File: config.mk
export PLATFORM = sky130hd
export DESIGN_NAME = csp_channel_flat
export DESIGN_NICKNAME = d
export VERILOG_FILES = /design/src/rtl/csp_pkg.sv /design/src/rtl/csp_channel_if.sv /design/src/rtl/csp_channel.sv /design/src/flat_wrapper.sv
export SDC_FILE = /design/constraint.sdc
export NUM_CORES = 1
export LEC_CHECK = 0
export BUFFER_PORTS_ARGS = -buffer_cell sky130_fd_sc_hd__buf_2
export CAP_MARGIN = 20
export CORE_UTILIZATION = 41
export DETAILED_ROUTE_END_ITERATION = 12
export PLACE_DENSITY = 0.69
export SETUP_SLACK_MARGIN = 0.4
export SLEW_MARGIN = 30
export SYNTH_ARGS = -nofsm -noshare
export SYNTH_HDL_FRONTEND = slang
export SYNTH_SLANG_ARGS = --single-unit
File: constraint.sdc
create_clock -name clk -period 1.6 [get_ports clk]
set_input_delay 0.32 -clock clk [delete_from_list [all_inputs] [get_ports clk]]
set_output_delay 0.32 -clock clk [all_outputs]
set_load 0.03 [all_outputs]
File: src/rtl/csp_pkg.sv
// Shared types for the clocked one-place CSP channel.
package csp_pkg;

    // Handshake flavour selected per channel instance.
    typedef enum logic {
        P2PHASE_BD,
        P4PHASE_BD
    } hs_protocol_e;

    // Sender-side controller states (4-phase only).
    typedef enum logic {
        S_IDLE,
        S_ACK
    } snd_state_e;

    // Receiver-side controller states (4-phase only).
    typedef enum logic [1:0] {
        R_IDLE,
        R_REQ,
        R_WAIT
    } rcv_state_e;

    localparam int XFER_CNT_W = 16;

endpackage

File: src/rtl/csp_channel_if.sv
// Bundled-data handshake bundle between a sender, the channel and a receiver.
interface csp_channel_if #(
    parameter int WIDTH = 8
);
    logic             s_req;
    logic [WIDTH-1:0] s_data;
    logic             s_ack;
    logic             r_req;
    logic [WIDTH-1:0] r_data;
    logic             r_ack;

    // Channel side: accepts tokens from the sender, offers them to the receiver.
    modport slave (
        input  s_req, s_data, r_ack,
        output s_ack, r_req, r_data
    );

    // Environment side: drives the sender and receiver halves.
    modport master (
        output s_req, s_data, r_ack,
        input  s_ack, r_req, r_data
    );
endinterface

File: src/rtl/csp_channel.sv
// One-place CSP channel: a single token buffer between a sender and a
// receiver, speaking either 4-phase or 2-phase bundled-data handshakes.
// Every output comes straight from a register.
module csp_channel
    import csp_pkg::*;
#(
    parameter int           WIDTH    = 8,
    parameter hs_protocol_e PROTOCOL = P4PHASE_BD
) (
    input  logic                  clk,
    input  logic                  rst_n,
    csp_channel_if.slave          ch,
    output logic                  full,
    output logic [XFER_CNT_W-1:0] xfer_count
);

    logic [WIDTH-1:0] buf_q;
    logic             s_ack_q;
    logic             r_req_q;
    logic             capture;

    assign ch.r_data = buf_q;
    assign ch.s_ack  = s_ack_q;
    assign ch.r_req  = r_req_q;

    if (PROTOCOL == P4PHASE_BD) begin : g_p4
        snd_state_e s_state;
        rcv_state_e r_state;

        // A raised request is only taken once per handshake, and only into an empty buffer.
        assign capture = ch.s_req && (s_state == S_IDLE) && !full;

        // Sender controller: latch the token, hold ack until the request returns to zero.
        always_ff @(posedge clk) begin
            if (!rst_n) begin
                s_state <= S_IDLE;
                s_ack_q <= 1'b0;
                buf_q   <= '0;
            end else begin
                case (s_state)
                    S_IDLE: begin
                        if (capture) begin
                            buf_q   <= ch.s_data;
                            s_ack_q <= 1'b1;
                            s_state <= S_ACK;
                        end
                    end
                    S_ACK: begin
                        if (!ch.s_req) begin
                            s_ack_q <= 1'b0;
                            s_state <= S_IDLE;
                        end
                    end
                    default: s_state <= S_IDLE;
                endcase
            end
        end

        // Receiver controller: offer the buffered token, free the buffer on ack, wait for ack to drop.
        always_ff @(posedge clk) begin
            if (!rst_n) begin
                r_state    <= R_IDLE;
                r_req_q    <= 1'b0;
                full       <= 1'b0;
                xfer_count <= '0;
            end else begin
                // Capture needs an empty buffer and release needs a full one,
                // so the two never land on the same edge.
                if (capture) full <= 1'b1;
                case (r_state)
                    R_IDLE: begin
                        if (full && !ch.r_ack) begin
                            r_req_q <= 1'b1;
                            r_state <= R_REQ;
                        end
                    end
                    R_REQ: begin
                        if (ch.r_ack) begin
                            r_req_q    <= 1'b0;
                            full       <= 1'b0;
                            xfer_count <= xfer_count + 1'b1;
                            r_state    <= R_WAIT;
                        end
                    end
                    R_WAIT: begin
                        if (!ch.r_ack) r_state <= R_IDLE;
                    end
                    default: r_state <= R_IDLE;
                endcase
            end
        end
    end else begin : g_p2
        // Set while r_req has been toggled for the current token and its ack is outstanding.
        logic offered;

        // Any request/ack disagreement is a new token.
        assign capture = (ch.s_req != s_ack_q) && !full;

        // Sender side: latch the token and answer with an ack transition.
        always_ff @(posedge clk) begin
            if (!rst_n) begin
                s_ack_q <= 1'b0;
                buf_q   <= '0;
            end else if (capture) begin
                buf_q   <= ch.s_data;
                s_ack_q <= ~s_ack_q;
            end
        end

        // Receiver side: toggle r_req once per token, release when r_ack catches up.
        always_ff @(posedge clk) begin
            if (!rst_n) begin
                r_req_q    <= 1'b0;
                offered    <= 1'b0;
                full       <= 1'b0;
                xfer_count <= '0;
            end else begin
                if (capture) full <= 1'b1;
                if (full && !offered) begin
                    r_req_q <= ~r_req_q;
                    offered <= 1'b1;
                end else if (offered && (ch.r_ack == r_req_q)) begin
                    full       <= 1'b0;
                    offered    <= 1'b0;
                    xfer_count <= xfer_count + 1'b1;
                end
            end
        end
    end

endmodule

File: src/flat_wrapper.sv
// flat-port wrapper written by rule: the top's interface ports become plain ports
module csp_channel_flat import csp_pkg::*;
#(
    parameter int           WIDTH    = 8,
    parameter hs_protocol_e PROTOCOL = P4PHASE_BD
)
  (clk, rst_n, full, xfer_count, ch_s_req, ch_s_data, ch_r_ack, ch_s_ack, ch_r_req, ch_r_data);
  csp_channel_if #(.WIDTH(WIDTH)) ch_i ();
  input  logic clk;
  input  logic rst_n;
  output logic full;
  output logic [XFER_CNT_W-1:0] xfer_count;
  input wire logic [$bits(ch_i.s_req)-1:0] ch_s_req;
  input wire logic [$bits(ch_i.s_data)-1:0] ch_s_data;
  input wire logic [$bits(ch_i.r_ack)-1:0] ch_r_ack;
  output wire logic [$bits(ch_i.s_ack)-1:0] ch_s_ack;
  output wire logic [$bits(ch_i.r_req)-1:0] ch_r_req;
  output wire logic [$bits(ch_i.r_data)-1:0] ch_r_data;
  assign ch_i.s_req = ch_s_req;
  assign ch_i.s_data = ch_s_data;
  assign ch_i.r_ack = ch_r_ack;
  assign ch_s_ack = ch_i.s_ack;
  assign ch_r_req = ch_i.r_req;
  assign ch_r_data = ch_i.r_data;
  csp_channel #(.WIDTH(WIDTH), .PROTOCOL(PROTOCOL)) u_core (.clk(clk), .rst_n(rst_n), .ch(ch_i), .full(full), .xfer_count(xfer_count));
endmodule
==> results of run 1 <==
==> routing by layer <==
metal  vias up  wire [microns]
met5         -               0
met4         0              64
met3         7             164
met2        37            1650
met1       564            1300
li1        604               -
==> registers in the layout, summed over array words and instances (netlist names) <==
register             cells
u_core.ch.r_data         8
u_core.ch.r_req          1
u_core.ch.s_ack          1
u_core.full              1
u_core.g_p4.r_state      2
u_core.g_p4.s_state      1
u_core.xfer_count       16
==> worst register-to-register path, delay by kind of cell, from the launching register on <==
kind	cells	cell delay [ps]
xor gates and xnor gates	1	180
adders and majority gates	1	130
buffers and inverters	2	260
DFF	1	390
and+or+nand+nor	3	420
==> power by group through the flow <==
stage | clock (W) | sequential, W | combinational (W)
finish | 0.000598 | 0.000782 | 0.000187
global route | 0.000645 | 0.000786 | 0.000205
CTS | 0.000612 | 0.000782 | 0.000166
detailed placement | 0 | 0.000801 | 0.000150
global placement | 0 | 0.000800 | 0.000148
floorplan | 0 | 0.000841 | 0.0000607
==> logic make-up (layout without fill, tap and decap cells) <==
family          after synthesis  in the layout  synth area share [%]
simple gates                 57             57                  24.9
flops                        30             30                  47.6
compound gates               21             21                  8.92
buf+inv                      11             73                  4.16
xor+xnor                      9              9                  6.24
mux                           9              9                  7.24
fa+ha+maj                     1              1                 0.991
==> metrics by stage <==
| stage | total power [W] | hold WS, ps | instance area, sq um |
|---|---|---|---|
| 2_1_floorplan | 0.000902 | 436 | 1320 |
| 3_3_place_gp | 0.000948 | 452 | 1520 |
| 3_5_place_dp | 0.000951 | 451 | 1520 |
| 4_1_cts | 0.00156 | 211 | 1820 |
| 5_1_grt | 0.00164 | 211 | 2030 |
| 6_report | 0.00157 | 223 | 2030 |
==> cell type report <==
class,count,area (sq um)
fill,199,802
sequential,30,654
multi-input combinational,97,719
inverter,5,22.5
clock buffer,6,41.3
tap,31,38.8
timing repair buffer,60,513
clock inverter,2,37.5
==> path summary, 6_finish.rpt <==
path	start	to	slack, ps	cells past startpoint
setup reg to reg	u_core.xfer_count[1]	u_core.xfer_count[8]	90	7
hold reg to reg	u_core.g_p4.s_state	u_core.g_p4.s_state	470	2
setup / recovery	u_core.xfer_count[1]	u_core.xfer_count[8]	90	7
hold / removal	ch_s_data[7]	u_core.ch.r_data[7]	220	3
==> cells in the final DEF, fill, tap and decap left out, drive strengths merged <==
| cell type | n |
|---|---|
| and4b | 2 |
| or2 | 1 |
| nand2 | 6 |
| nor4 | 1 |
| mux2i | 8 |
| or4 | 3 |
| and4 | 2 |
| nor3 | 2 |
| nor2 | 20 |
| nor2b | 3 |
| o31ai | 3 |
| buf | 60 |
| xnor2 | 4 |
| dfxtp | 30 |
| clkbuf | 6 |
| nand4 | 2 |
| clkinvlp | 2 |
| and3 | 2 |
| or3 | 4 |
| ha | 1 |
| nand3 | 6 |
| o21ai | 9 |
| mux2 | 1 |
| bufinv | 1 |
| a21oi | 9 |
| nand3b | 1 |
| inv | 4 |
| xor2 | 5 |
| and2 | 2 |
==> repair_timing <==
action | CTS | global route
setup endpoints to repair | 39 | 48
resized for setup | 53 | 42
pin swaps | 5 | 6
setup buffers | 10 | 9
hold buffers | 0 | 0
gates cloned | 0 | 1
==> impl_metrics.ini, run 1 <==
[floorplanning]
core_area_sq_um = 2830
die_h_microns = 57.5
io_pins = 39
num_rows = 19
die_w_microns = 57.5
initial_utilization_pct = 44.6
dieArea_sq_um = 3310

[global_route]
grt_pass1_vias = 1113
globalRouteTotalUtil_pct = 19.4
grt_start_max_net_pins = 28
grt.overflow.total = 0
grt_pass1_wl_microns = 4800
globalRouteMet3Util_pct = 7.03
met1_usage_pct = 21.5
globalRouteMet2Util_pct = 32.6
antenna_found_initial = 0
grt_busiest_layer = met2

[critical_path]
cpLargestDelayFamily = simple AND/OR/NAND/NOR gates
critPathKind = flip-flop to flip-flop
endpoint_kind = flip-flop
crit_slowest_cell = dfxtp_4
cp_data_required_time_ps = 1810
start_kind = flip-flop
crit_path_max_incr_delay_ps = 390
cp_num_buf_inv = 2
path_cells = ha_4 -> and4b_1 -> buf_4 -> buf_6 -> nand4_1 -> xor2_1 -> nor2_1
cp_max_fo = 4
worst_ep_arrival_time_ps = 1720

[route]
vias_per_cell = 5.25
num_vias = 1212
drt-pass1-iter-count = 8
routed_wl_microns = 3180
drc = 2
ant_nets = 0
wl_per_cell_microns = 13.8
first_iter_violations = 46

[timing]
finalWorstSetupSlack_ps = 90.3
tns_ps = 0
finalCritPeriodShare_pct = 94.4
fin_crit_ps = 1510
rsz0062_at_grt = true
slew_headroom_pct = 69.5
finalSetupViolCount = 0
clock.fmax_mhz = 662
clock-skew-final_ps = 7.77
worstMarginPinSlew_ps = 457
hold_viol = 0
drv_slew = 0

[layout]
drive_gt1_share_pct = 57.5
fin_nets = 212
layout.cells.non_filler = 231
final_util_pct = 71.6
syn_to_final_growth_pct = 60.6
antenna_cells = 0

[synthesis]
synth_area_leader_cell = dfxtp_1
synth.distinct_cells = 31
async_flop_share_pct = 0
yosysWarningCount = 0
synth_most_common_cell = dfxtp_1
ys.flop_type = dfxtp_1
yosysTopAreaCellShare_pct = 47.6
yosysSeqAreaShare_pct = 47.6
synth.cell_area_sq_um = 1260
synth-seq-cells = 30
avgSynthCellArea_sq_um = 9.15
synth_edf_count = 0
yosys-top-cells-area = dfxtp_1 (48%), mux2i_1 (6.3%), nor2_1 (5.9%)
synth_common_cells = dfxtp_1 (30), nor2_1 (20), a21oi_1 (9), o21ai_0 (9), mux2i_1 (8)
synth.net_count = 151
syn-instance-count = 138

[power_and_ir_drop]
intPower_w = 0.00118
power_leakage_nw = 0.886
p_per_area_nw_per_um2 = 773
p_sw_share_pct = 24.8
power_frac_comb_pct = 11.9
power_switching_w = 0.000389
irDropWorstVdd_mv = 0.611
clockPowerShare_pct = 38.2
p_seq_share_pct = 49.9

[clock_tree]
clock_latency_ps = 330
clockBufferDepth = 2
cts_tree = built
cts.sinks = 30
cts_root_buffer = clkbuf_4
numCtsBuffers = 5
path_clk_slew_ps = 100
htreeDepth = 2

[status]
status = finished with violations
violations = DRC

[place]
hpwl_microns = 1770
place_congestion = 0.804
place_inst = 203
pre_cts_ws_ps = 26.7
io_buffers = 38

[job]
cap_viol_max_count = 0

[hold_path]
hp-class = input pin to flip-flop
No activity file was read; power rests on OpenSTA's default activity.
==> inputs of run 2 (changes only) <==
- CORE_UTILIZATION: 41 -> 44
- PLACE_DENSITY: 0.69 -> 0.73
==> run 2 against run 1 <==
- the run now ends clean
- global-route usage increased by 2.9 points
- wire length increased by 21%
- non-clock buffer count increased by 11
- worst hold slack about the same
- register-to-register slack improved by 60 ps
- die area decreased by 6.6%
- first-iteration DRC count unchanged
- critical endpoint is now u_core.xfer_count[13]
- highest routed layer unchanged
==> impl_metrics.ini, run 2 (same netlist as run 1, synthesis figures left out) <==
[timing]
finalSetupViolCount = 0
clock.fmax_mhz = 688
drv_slew = 0
hold_viol = 0
hold_slack_ps = 223
slew_headroom_pct = 79.8
clock-skew-final_ps = 6.12
finalCritPeriodShare_pct = 90.8
worstMarginPinSlew_ps = 302
rsz0062_at_grt = true
tns_ps = 0
fin_crit_ps = 1450

[critical_path]
r2r_cells = 4
cp-startpoint = u_core.xfer_count[3]
cpLargestDelayFamily = simple AND/OR/NAND/NOR gates
start_kind = flip-flop
cp_num_buf_inv = 0
crit_slowest_cell = or4_4
cp_max_fo = 8
endpoint_kind = flip-flop
worst_ep_arrival_time_ps = 1720
critPathKind = flip-flop to flip-flop
cp_data_required_time_ps = 1870
cp_num_cells = 4
crit_path_max_incr_delay_ps = 530
rr_endpoint = u_core.xfer_count[13]
path_cells = and4_4 -> nand2_4 -> or4_4 -> a21oi_2
worstSetupEndpoint = u_core.xfer_count[13]
ff2ff_setup_slack_ps = 150
r2r_start = u_core.xfer_count[3]

[power_and_ir_drop]
p_per_area_nw_per_um2 = 683
p_total_w = 0.00145
power_leakage_nw = 0.931
clockPowerShare_pct = 33.2
power_switching_w = 0.000396
p_sw_share_pct = 27.3
irDropWorstVdd_mv = 0.624
p_seq_share_pct = 53.4
power_frac_comb_pct = 13.4
intPower_w = 0.00106

[floorplanning]
io_pins = 39
core_area_sq_um = 2730
dieArea_sq_um = 3090
die_w_microns = 55.6
die_h_microns = 55.6
initial_utilization_pct = 46.2
num_rows = 19

[place]
io_buffers = 38
hpwl_microns = 1950
place_congestion = 0.834
placed_cell_area_sq_um = 1530

[clock_tree]
htreeDepth = 2
numCtsBuffers = 5
clock_latency_ps = 330
cts_root_buffer = clkbuf_4
clockBufferDepth = 2
cts_tree = built
path_clk_slew_ps = 90
cts.sinks = 30

[job]
cap_viol_max_count = 0

[layout]
finish.instance_area_sq_um = 2130
layout_commonest_cell = buf_4
largest_reg_flops = 16
syn_to_final_growth_pct = 68.5
top_register = u_core.xfer_count
final_cell_mix = buf_4 (35), buf_6 (25), nor2_1 (20)
antenna_cells = 0
drive_gt1_share_pct = 61.1
fin_nets = 223

[route]
vias_per_cell = 5.51
ant_nets = 0
num_vias = 1334
routed_wl_microns = 3860
wl_per_cell_microns = 16.0
drt-pass1-iter-count = 4
drc = 0
first_iter_violations = 46

[global_route]
antenna_found_initial = 0
grt_pass1_wl_microns = 5350
grt_pass1_vias = 1199
grt.overflow.total = 0
grt_start_max_net_pins = 28
globalRouteTotalUtil_pct = 22.3

[status]
status = complete, no violations

[hold_path]
hp-class = input pin to flip-flop
min_from = ch_s_data[1]
[run 2: tightest hold or removal path, cell delays in order]
cell     delay, ps
buf_2           80
mux2i_1         50
nor2_1          70
[run 2: worst min-delay path by stage]
stage	slack [ps]	to	cells past startpoint
after global routing	220	u_core.g_p4.s_state	3
final	220	u_core.ch.r_data[1]	3
after CTS	220	u_core.ch.r_data[4]	3
after detailed placement	470	u_core.g_p4.s_state	2
after floorplan	440	u_core.g_p4.s_state	2
after global placement	450	u_core.g_p4.s_state	2
[run 2: what timing repair did]
| item | in CTS | in global routing |
|---|---|---|
| cloned | 1 | 0 |
| hold buffers | 0 | 0 |
| buffers inserted | 13 | 15 |
| setup endpoints to repair | 35 | 51 |
| resized for setup | 47 | 62 |
| hold endpoints to repair | 0 | 0 |
| pin swaps | 9 | 10 |
[run 2: power groups by stage]
stage	logic (W)	registers, W	clock network, W
3_3_place_gp	0.000150	0.000800	0
3_5_place_dp	0.000154	0.000801	0
4_1_cts	0.000174	0.000781	0.000484
6_report	0.000195	0.000776	0.000482
5_1_grt	0.000209	0.000779	0.000530
2_1_floorplan	0.0000607	0.000841	0
[run 2: routing by layer]
layer | GRT usage (%) | part of all wire, % | up-vias
met2 | 38.4 | 51 | 54
li1 | - | - | 621
met1 | 25.6 | 42 | 650
met3 | 7.03 | 5.3 | 9
met5 | 0 | 0 | -
met4 | 8.57 | 1.4 | 0
[run 2: final cells by class]
class / count / area [sq um]
multi-input combinational: 97 / 747
sequential: 30 / 663
fill: 177 / 607
timing repair buffer: 71 / 599
clock buffer: 7 / 55.1
tap: 31 / 38.8
inverter: 5 / 18.8
clock inverter: 1 / 5.00
[run 2: per-stage QoR]
stage	std cells	util [%]	setup WS, ps
floorplan	138	-	76.3
global placement	205	56.1	136
global route	242	77.8	123
detailed placement	205	56.1	76.8
finish	242	77.8	147
CTS	227	67.2	178
==> inputs of run 3 (changes only) <==
- CELL_PAD_IN_SITES_DETAIL_PLACEMENT: unset -> 2
- CELL_PAD_IN_SITES_GLOBAL_PLACEMENT: unset -> 2
- CORE_MARGIN: unset -> 1
- CORE_UTILIZATION: 44 -> 26
- PLACE_DENSITY: 0.73 -> unset
- PLACE_DENSITY_LB_ADDON: unset -> 0.1
==> run 3 against run 2 <==
- critical endpoint is now u_core.xfer_count[8]
- via count shrank 6.0%
- largest cell class unchanged
- global-route usage shrank 6.4 points
- register-to-register slack is essentially flat
- die area grew 66%
- combinational power shrank 7%
- highest routed layer unchanged
- setup slack lost 4.3 ps
- non-clock buffer count shrank 8
- total power grew 18%
- core utilization shrank 33 points
- final cell count grew 5.4%
==> impl_metrics.ini, run 3 (same netlist as run 1, synthesis figures left out) <==
[timing]
finalSetupViolCount = 0
fin_crit_ps = 1460
finalWorstSetupSlack_ps = 143
drv_slew = 0
finalCritPeriodShare_pct = 91.1
clock.fmax_mhz = 686
clock-skew-final_ps = 4.45
worstMarginPinSlew_ps = 275
slew_headroom_pct = 81.5
rsz0062_at_grt = true
hold_viol = 0
tns_ps = 0

[status]
status = complete, no violations

[critical_path]
critPathKind = flip-flop to flip-flop
start_kind = flip-flop
crit_slowest_cell = dfxtp_4
r2r_start = u_core.xfer_count[1]
path_cells = ha_4 -> and4b_2 -> buf_4 -> buf_6 -> nand4_1 -> xor2_1 -> nor2_1
rr_endpoint = u_core.xfer_count[8]
r2r_cells = 7
endpoint_kind = flip-flop
ff2ff_setup_slack_ps = 140
cp_data_required_time_ps = 1770
worst_ep_arrival_time_ps = 1630
cp_max_fo = 4
crit_path_max_incr_delay_ps = 370

[global_route]
grt_start_max_net_pins = 17
grt_pass1_wl_microns = 6240
globalRouteTotalUtil_pct = 15.9
antenna_found_initial = 0
grt.overflow.total = 0
grt_pass1_vias = 1304

[floorplanning]
num_rows = 24
core_area_sq_um = 4500
die_h_microns = 71.7
initial_utilization_pct = 28.0
io_pins = 39
die_w_microns = 71.7
dieArea_sq_um = 5140

[layout]
nFillCells = 485
largest_reg_flops = 16
antenna_cells = 0
final_util_pct = 45.2
final_cell_mix = buf_4 (23), buf_2 (23), nor2_1 (20)
drive_gt1_share_pct = 54.2
top_register = u_core.xfer_count
layout.cells.non_filler = 255
syn_to_final_growth_pct = 61.2
seqCellArea_sq_um = 637
fin_nets = 215
multi_input_area_sq_um = 737

[place]
place_congestion = 0.742
place_inst = 228
io_buffers = 38
pre_cts_ws_ps = 44.6
hpwl_microns = 2600

[route]
drc = 0
drt-pass1-iter-count = 4
vias_per_cell = 4.92
wl_per_cell_microns = 17.0
ant_nets = 0
num_vias = 1254
first_iter_violations = 12
routed_wl_microns = 4340

[clock_tree]
htreeDepth = 2
cts.sinks = 30
cts_root_buffer = clkbuf_8
clock_latency_ps = 280
numCtsBuffers = 5
cts_tree = built
path_clk_slew_ps = 70
clockBufferDepth = 2

[power_and_ir_drop]
p_per_area_nw_per_um2 = 841
irDropWorstVdd_mv = 0.400
p_total_w = 0.00171
power_leakage_nw = 0.900

[hold_path]
min_from = ch_s_data[7]
min_to = u_core.ch.r_data[7]
hp-class = input pin to flip-flop
whs_path_depth = 3

[job]
cap_viol_max_count = 0
## run 3: where the power goes
group	switching (W)	total, W	internal [W]
clock	0.000282	0.000747	0.000466
combinational	0.000106	0.000181	0.0000751
sequential	0.0000194	0.000783	0.000763
total	0.000407	0.00171	0.00130
## run 3: worst max-delay path by stage
stage                               startpoint                    end  slack (ps)
final                     u_core.xfer_count[1]   u_core.xfer_count[8]         140
after global routing      u_core.xfer_count[1]   u_core.xfer_count[8]          80
after CTS                 u_core.xfer_count[0]   u_core.xfer_count[8]         170
after detailed placement  u_core.xfer_count[4]  u_core.xfer_count[13]          40
after global placement    u_core.xfer_count[5]  u_core.xfer_count[13]          90
after floorplan           u_core.xfer_count[2]  u_core.xfer_count[11]          80
## run 3: timing repair
action	in CTS	in global routing
pin swaps	9	15
gates resized for setup	28	45
hold buffers	0	0
cloned	0	1
setup buffers	10	8
endpoints found under the setup margin	19	36
## run 3: cell type report
| type | instances | share of cell area (%) |
|---|---|---|
| clock buffers | 7 | 3.75 |
| clock inverters | 1 | 1.48 |
| inverters | 5 | 0.922 |
| multi-input cells | 97 | 36.2 |
| flip-flops and latches | 30 | 31.3 |
| well taps | 52 | 3.20 |
| repair buffers | 63 | 23.2 |
## run 3: worst max-delay path, delay by kind of cell (launching register included)
kind,cells,cell delay (ps)
buffers and inverters,2,260
XOR/XNOR,1,160
AND/OR/NAND/NOR,3,400
flip-flops,1,370
adder cells (fa/ha/maj),1,160
## run 3: per-stage QoR
step | cell area (sq um) | hold WS, ps
3_5_place_dp | 1580 | 460
5_1_grt | 2040 | 290
4_1_cts | 1850 | 278
2_1_floorplan | 1320 | 436
3_3_place_gp | 1580 | 456
6_report | 2040 | 277
## run 3: routing by layer
| metal | global-route usage, % | wire length (microns) |
|---|---|---|
| met5 | 0 | 0 |
| met4 | 3.92 | 62 |
| met3 | 3.80 | 154 |
| met2 | 30.5 | 2410 |
| met1 | 17.3 | 1720 |
